==> src/rtl/alu_pkg.sv <==
// rtl/alu_pkg.sv - shared ALU operation codes and sequencer state encoding
//
// Purpose: ALU_Cnt operation codes shared between alu_control (producer) and
//          alu_seq (consumer), plus the alu_seq state encoding.
// Ports:   none (package).

package alu_pkg;

    localparam logic [2:0] ALU_ADD  = 3'b000;
    localparam logic [2:0] ALU_SUB  = 3'b001;
    localparam logic [2:0] ALU_SRA  = 3'b010;
    localparam logic [2:0] ALU_SLL  = 3'b011;
    localparam logic [2:0] ALU_SRL  = 3'b100;
    localparam logic [2:0] ALU_AND  = 3'b101;
    localparam logic [2:0] ALU_XOR  = 3'b110;
    localparam logic [2:0] ALU_PASS = 3'b111;

    typedef enum logic [1:0] {
        ST_IDLE  = 2'd0,
        ST_SHIFT = 2'd1,
        ST_DONE  = 2'd2
    } alu_state_e;

    function automatic logic is_shift_op(input logic [2:0] code);
        return (code == ALU_SRA) || (code == ALU_SLL) || (code == ALU_SRL);
    endfunction

endpackage

==> src/rtl/alu_shift_step.sv <==
// rtl/alu_shift_step.sv - combinational one-position shifter
//
// Purpose: shifts a value by exactly one bit position.
// Ports:
//   value_i   in   WIDTH  value to shift
//   dir_i     in   1      1 = left, 0 = right
//   arith_i   in   1      right shifts replicate the sign bit when set
//   result_o  out  WIDTH  shifted value

module alu_shift_step #(
    parameter int WIDTH = 32
) (
    input  logic [WIDTH-1:0] value_i,
    input  logic             dir_i,
    input  logic             arith_i,
    output logic [WIDTH-1:0] result_o
);

    logic fill_bit;

    assign fill_bit = arith_i & value_i[WIDTH-1];

    always_comb begin
        if (dir_i) begin
            result_o = {value_i[WIDTH-2:0], 1'b0};
        end else begin
            result_o = {fill_bit, value_i[WIDTH-1:1]};
        end
    end

endmodule

==> src/rtl/alu_seq.sv <==
// rtl/alu_seq.sv - sequential integer ALU with iterative shifter
//
// Purpose: executes ALU_Cnt operations accepted over a valid/ready handshake.
//          Logic/add/sub complete in one cycle; shifts take one cycle per bit.
// Ports:
//   clk        in   1      rising-edge clock
//   rst_n      in   1      asynchronous active-low reset
//   in_valid   in   1      operands and ALU_Cnt valid
//   in_ready   out  1      operation can be accepted this cycle
//   ALU_Cnt    in   3      operation code
//   A          in   WIDTH  operand A
//   B          in   WIDTH  operand B (shift amount in B[SHW-1:0])
//   out_valid  out  1      Result/Zero valid
//   out_ready  in   1      consumer accepts the result
//   Result     out  WIDTH  operation result
//   Zero       out  1      Result equals zero
//   busy       out  1      shift in progress

module alu_seq
    import alu_pkg::*;
#(
    parameter int WIDTH = 32,
    parameter int SHW   = 5
) (
    input  logic             clk,
    input  logic             rst_n,
    input  logic             in_valid,
    output logic             in_ready,
    input  logic [2:0]       ALU_Cnt,
    input  logic [WIDTH-1:0] A,
    input  logic [WIDTH-1:0] B,
    output logic             out_valid,
    input  logic             out_ready,
    output logic [WIDTH-1:0] Result,
    output logic             Zero,
    output logic             busy
);

    alu_state_e       state_q;
    logic [WIDTH-1:0] result_q;
    logic             zero_q;
    logic             out_valid_q;
    logic             busy_q;
    logic [SHW-1:0]   cnt_q;
    logic             dir_q;
    logic             arith_q;

    logic             accept;
    logic [SHW-1:0]   shamt;
    logic             start_shift;
    logic [WIDTH-1:0] op_result_d;
    logic [WIDTH-1:0] shift_result_d;

    // Combinational from out_ready so a held result and a new op can swap in one cycle.
    assign in_ready    = (state_q == ST_IDLE) | ((state_q == ST_DONE) & out_ready);
    assign accept      = in_valid & in_ready;
    assign shamt       = B[SHW-1:0];
    assign start_shift = is_shift_op(ALU_Cnt) && (shamt != '0);

    // Single-cycle result; shifts by zero degenerate to passing A through.
    always_comb begin
        op_result_d = A;
        case (ALU_Cnt)
            ALU_ADD: op_result_d = A + B;
            ALU_SUB: op_result_d = A - B;
            ALU_AND: op_result_d = A & B;
            ALU_XOR: op_result_d = A ^ B;
            default: op_result_d = A;
        endcase
    end

    alu_shift_step #(
        .WIDTH (WIDTH)
    ) u_shift_step (
        .value_i  (result_q),
        .dir_i    (dir_q),
        .arith_i  (arith_q),
        .result_o (shift_result_d)
    );

    always_ff @(posedge clk or negedge rst_n) begin
        if (!rst_n) begin
            state_q     <= ST_IDLE;
            result_q    <= '0;
            zero_q      <= 1'b1;
            out_valid_q <= 1'b0;
            busy_q      <= 1'b0;
            cnt_q       <= '0;
            dir_q       <= 1'b0;
            arith_q     <= 1'b0;
        end else if (accept) begin
            if (start_shift) begin
                state_q     <= ST_SHIFT;
                result_q    <= A;
                zero_q      <= (A == '0);
                cnt_q       <= shamt;
                dir_q       <= (ALU_Cnt == ALU_SLL);
                arith_q     <= (ALU_Cnt == ALU_SRA);
                out_valid_q <= 1'b0;
                busy_q      <= 1'b1;
            end else begin
                state_q     <= ST_DONE;
                result_q    <= op_result_d;
                zero_q      <= (op_result_d == '0);
                out_valid_q <= 1'b1;
                busy_q      <= 1'b0;
            end
        end else begin
            case (state_q)
                ST_SHIFT: begin
                    result_q <= shift_result_d;
                    zero_q   <= (shift_result_d == '0);
                    cnt_q    <= cnt_q - SHW'(1);
                    if (cnt_q == SHW'(1)) begin
                        state_q     <= ST_DONE;
                        out_valid_q <= 1'b1;
                        busy_q      <= 1'b0;
                    end
                end
                ST_DONE: begin
                    // in_valid with out_ready is handled by the accept branch above.
                    if (out_ready) begin
                        state_q     <= ST_IDLE;
                        out_valid_q <= 1'b0;
                    end
                end
                ST_IDLE: begin
                    state_q <= ST_IDLE;
                end
                default: begin
                    state_q     <= ST_IDLE;
                    out_valid_q <= 1'b0;
                    busy_q      <= 1'b0;
                end
            endcase
        end
    end

    assign Result    = result_q;
    assign Zero      = zero_q;
    assign out_valid = out_valid_q;
    assign busy      = busy_q;

endmodule
==> config.mk <==
export PLATFORM = sky130hd
export DESIGN_NAME = alu_seq
export DESIGN_NICKNAME = d
export VERILOG_FILES = /design/src/rtl/alu_pkg.sv /design/src/rtl/alu_shift_step.sv /design/src/rtl/alu_seq.sv
export SDC_FILE = /design/constraint.sdc
export NUM_CORES = 1
export LEC_CHECK = 0
export CAP_MARGIN = 15
export CORE_AREA = 4 4 146 148
export CTS_BUF_LIST = sky130_fd_sc_hd__clkbuf_2 sky130_fd_sc_hd__clkbuf_4 sky130_fd_sc_hd__clkbuf_8
export DETAILED_ROUTE_END_ITERATION = 7
export DIE_AREA = 0 0 150 152
export GPL_TIMING_DRIVEN = 0
export PLACE_DENSITY = 0.58
export SLEW_MARGIN = 20
export SYNTH_ARGS = -nofsm -noshare
export SYNTH_HDL_FRONTEND = slang
export SYNTH_SLANG_ARGS = --single-unit
==> constraint.sdc <==
create_clock -name clk -period 4.6 [get_ports clk]
set_input_delay 0.92 -clock clk [delete_from_list [all_inputs] [get_ports clk]]
set_output_delay 0.92 -clock clk [all_outputs]
set_load 0.01 [all_outputs]
==> metrics.md <==
| Metric | Value |
|---|---|
| Final non-filler cell total | 1331 |
| Main synth FF type | dfrtp_1 |
| DRT Pass-1 Iters | 5 |
| Layout cell share with drive strength beyond 1 | 0.208 |
| Ports | 107 |
| Placed cell count | 1282 |
| Crit path max fanout | 5 |
| Yosys cell types | 82 |
| Ranking of synthesized cells by area | dfrtp_1 (16%), ha_1 (12%), a21oi_1 (6.5%) |
| Area Overhead vs Synth | 36.4% |
| Initial DRC Count | 620 |
| Worst EP required | 4.85 ns |
| Minimum clock period | 5.19 ns |
| GPL Wtd Cong | 0.946 |
| Commonest cells in the netlist | nand2_1 (91), a21oi_1 (89), nor2_1 (69), ha_1 (67), o21ai_0 (58) |
| RSZ-0062 raised after global routing | yes |
| Startpoint Class | input pin |
| Max Clock Skew | 0.0119 ns |
| Global route overflow | 0 |
| Via density | 5.96 |
| WL/cell | 21.0 um |
| Antenna Cells | 0 |
| Top cell type's share of synthesized area | 0.156 |
| Initial Util | 0.344 |
| Yosys top cell by area | dfrtp_1 |
| Failing checks | setup timing |
| Finished Core Util | 0.470 |
| Vias | 7935 |
| Clk_lat worst skew | 0.31 ns |
| Worst Slack Setup Final | -0.590 ns |
| Total Die Area | 22800 um2 |
| Crit path DAT | 5.44 ns |
| Final Hold Viols | 0 |
| IO Port Bufs | 106 |
| Peak supply drop | 0.000159 V |
| Outcome | finished with violations |
| CTS tree | built |
| Synth warn | 0 |
| Syn_nets | 1044 |
| Initial antenna violation count | 0 |
| Num rows | 52 |
| Final wirelength | 27.9 mm |
| Final Cycle Share | 1.13 |
| Syn Inst Count | 905 |
| Dpl hpwl | 21.5 mm |
| Core ar. | 20000 um2 |
| Slew Viols, Final | 0 |
| Worst hold margin | 0.491 ns |
| Headroom to the max-slew limit | 0.495 |
| # DRC | 0 |
| Yosys reg bits | 44 |
| Fill count | 2053 |
| Most frequent cell after synthesis | nand2_1 |
| Total power | 3200 uW |
| Final setup violation count | 3 |
| CTS sink cnt | 44 |
| Worst Setup End Kind | flop |
| Pre-CTS setup slack | -2.53 ns |
| Leakage power | 0.00384 uW |
| Die Width | 150 um |
| Fmax | 193 MHz |
| CTS max path bufs | 2 |
| EDFF count, synth | 0 |
| Crit Path Class | input pin to flop |
| Nets@finish | 1199 |
| H-tree levels | 2 |
| Hold-fix buffers, CTS | 0 |
| HP Class | flop to flop |
| Max cap viols | 0 |
| PwrDens | 339 nW/um2 |
| Slew @ Worst Pin | 0.751 ns |
| Netlist Area Pre-Place | 6900 um2 |
| Mean post-synth cell area | 7.63 um2 |
| Vias in the first global route | 7650 |
| CTS buffer count | 5 |
| Die Ht | 152 um |
| Seq/Total Area, Yosys | 0.160 |
| Routed Antenna Nets | 0 |
| GRT Total Usage | 0.236 |
| CTS clk-pin slew, worst paths | 0.09 ns |
| Global-route wire length before repair | 43.1 mm |
| Largest net degree at the start of global routing | 26 |
| Fraction of registers with async set/reset | 1.00 |
| Root Buffer | clkbuf_8 |
## cell usage in the layout (no fill, tap or decap), types with 27 or more instances in the layout
cell type,instances
buf_4,47
xor2_1,28
ha_1,58
dfrtp_1,43
a21oi_1,77
o21ai_0,44
clkdlybuf4s50_1,84
inv_1,27
mux2i_1,41
nor2_1,66
nand2_1,86
## registers in the layout, indices dropped and copies added, names as in the netlist
signal,flops
Result,32
dir_q,1
cnt_q,5
Zero,1
out_valid,1
arith_q,1
busy,1
state_q,2
## stage by stage
| stage | instance area (um2) | setup TNS (ns) |
|---|---|---|
| after floorplan | 6950 | -0.446 |
| after global placement | 8350 | -36.75 |
| after detailed placement | 8370 | -37.09 |
| after CTS | 9220 | -0.683 |
| after global routing | 9420 | -1.65 |
| final | 9420 | -0.947 |
## cells by family after synthesis
family / after synthesis / share of synthesized area
flops: 44 / 0.160
compound gates: 311 / 0.301
fa+ha+maj: 68 / 0.124
simple gates: 295 / 0.216
xor+xnor: 44 / 0.0586
buf+inv: 83 / 0.0497
mux: 60 / 0.0905
## layout make-up
class / count / area, um2 / area share
Inverter: 27 / 101 / 0.0108
Timing Repair Buffer: 153 / 1430 / 0.152
Buffer: 51 / 344 / 0.0365
Clock inverter: 3 / 18.8 / 0.00199
Multi-Input combinational cell: 778 / 6010 / 0.638
Sequential cell: 44 / 1100 / 0.117
Clock buffer: 5 / 68.8 / 0.00731
Tap cell: 270 / 338 / 0.0359
## routing by layer
metal / track usage / wire length, um
met5: 0 / 0
met3: 0.0197 / 1700
met4: 0.0815 / 1050
met2: 0.382 / 13000
met1: 0.328 / 12200
## power breakdown
| part | total [uW] | leakage (uW) | internal, uW | switching [uW] |
|---|---|---|---|---|
| Sequential | 848 | 0.000506 | 580 | 268 |
| Combinational | 2100 | 0.00328 | 1020 | 1080 |
| Clock | 248 | 0.0000479 | 106 | 142 |
| Total | 3200 | 0.00384 | 1710 | 1490 |
## critical path: stages
cell,delay [ns]
buf_6,0.11
or4_4,0.57
nor2_4,0.16
nand2_4,0.07
or2_4,0.26
o41ai_4,0.36
xor2_1,0.11
ha_1,0.32
buf_8,0.12
buf_4,0.10
buf_4,0.10
nand4_1,0.13
o211ai_1,0.17
a31oi_4,0.18
o211ai_1,0.31
nand3_4,0.15
a211o_1,0.25
or4_4,0.48
or4_4,0.50
nand2_2,0.06
## worst paths after layout
path / end / from / cells past startpoint / slack [ns]
hold / removal: out_valid / out_valid / 2 / 0.49
max in group asynchronous: Result[16] / rst_n / 2 / 3.47
setup reg to reg: Zero / state_q[1] / 10 / 1.26
setup / recovery: Zero / B[8] / 20 / -0.59
hold reg to reg: out_valid / out_valid / 2 / 0.49
min in group asynchronous: cnt_q[0] / rst_n / 1 / 0.61
## what timing repair did
| action | CTS | global route |
|---|---|---|
| gates resized for setup | 182 | 28 |
| cloned | 0 | 0 |
| hold endpoints to repair | 0 | 0 |
| endpoints found under the setup margin | 30 | 8 |
| setup buffers | 37 | 9 |
| pin swaps | 50 | 35 |
(Power assumes the default switching activity.)
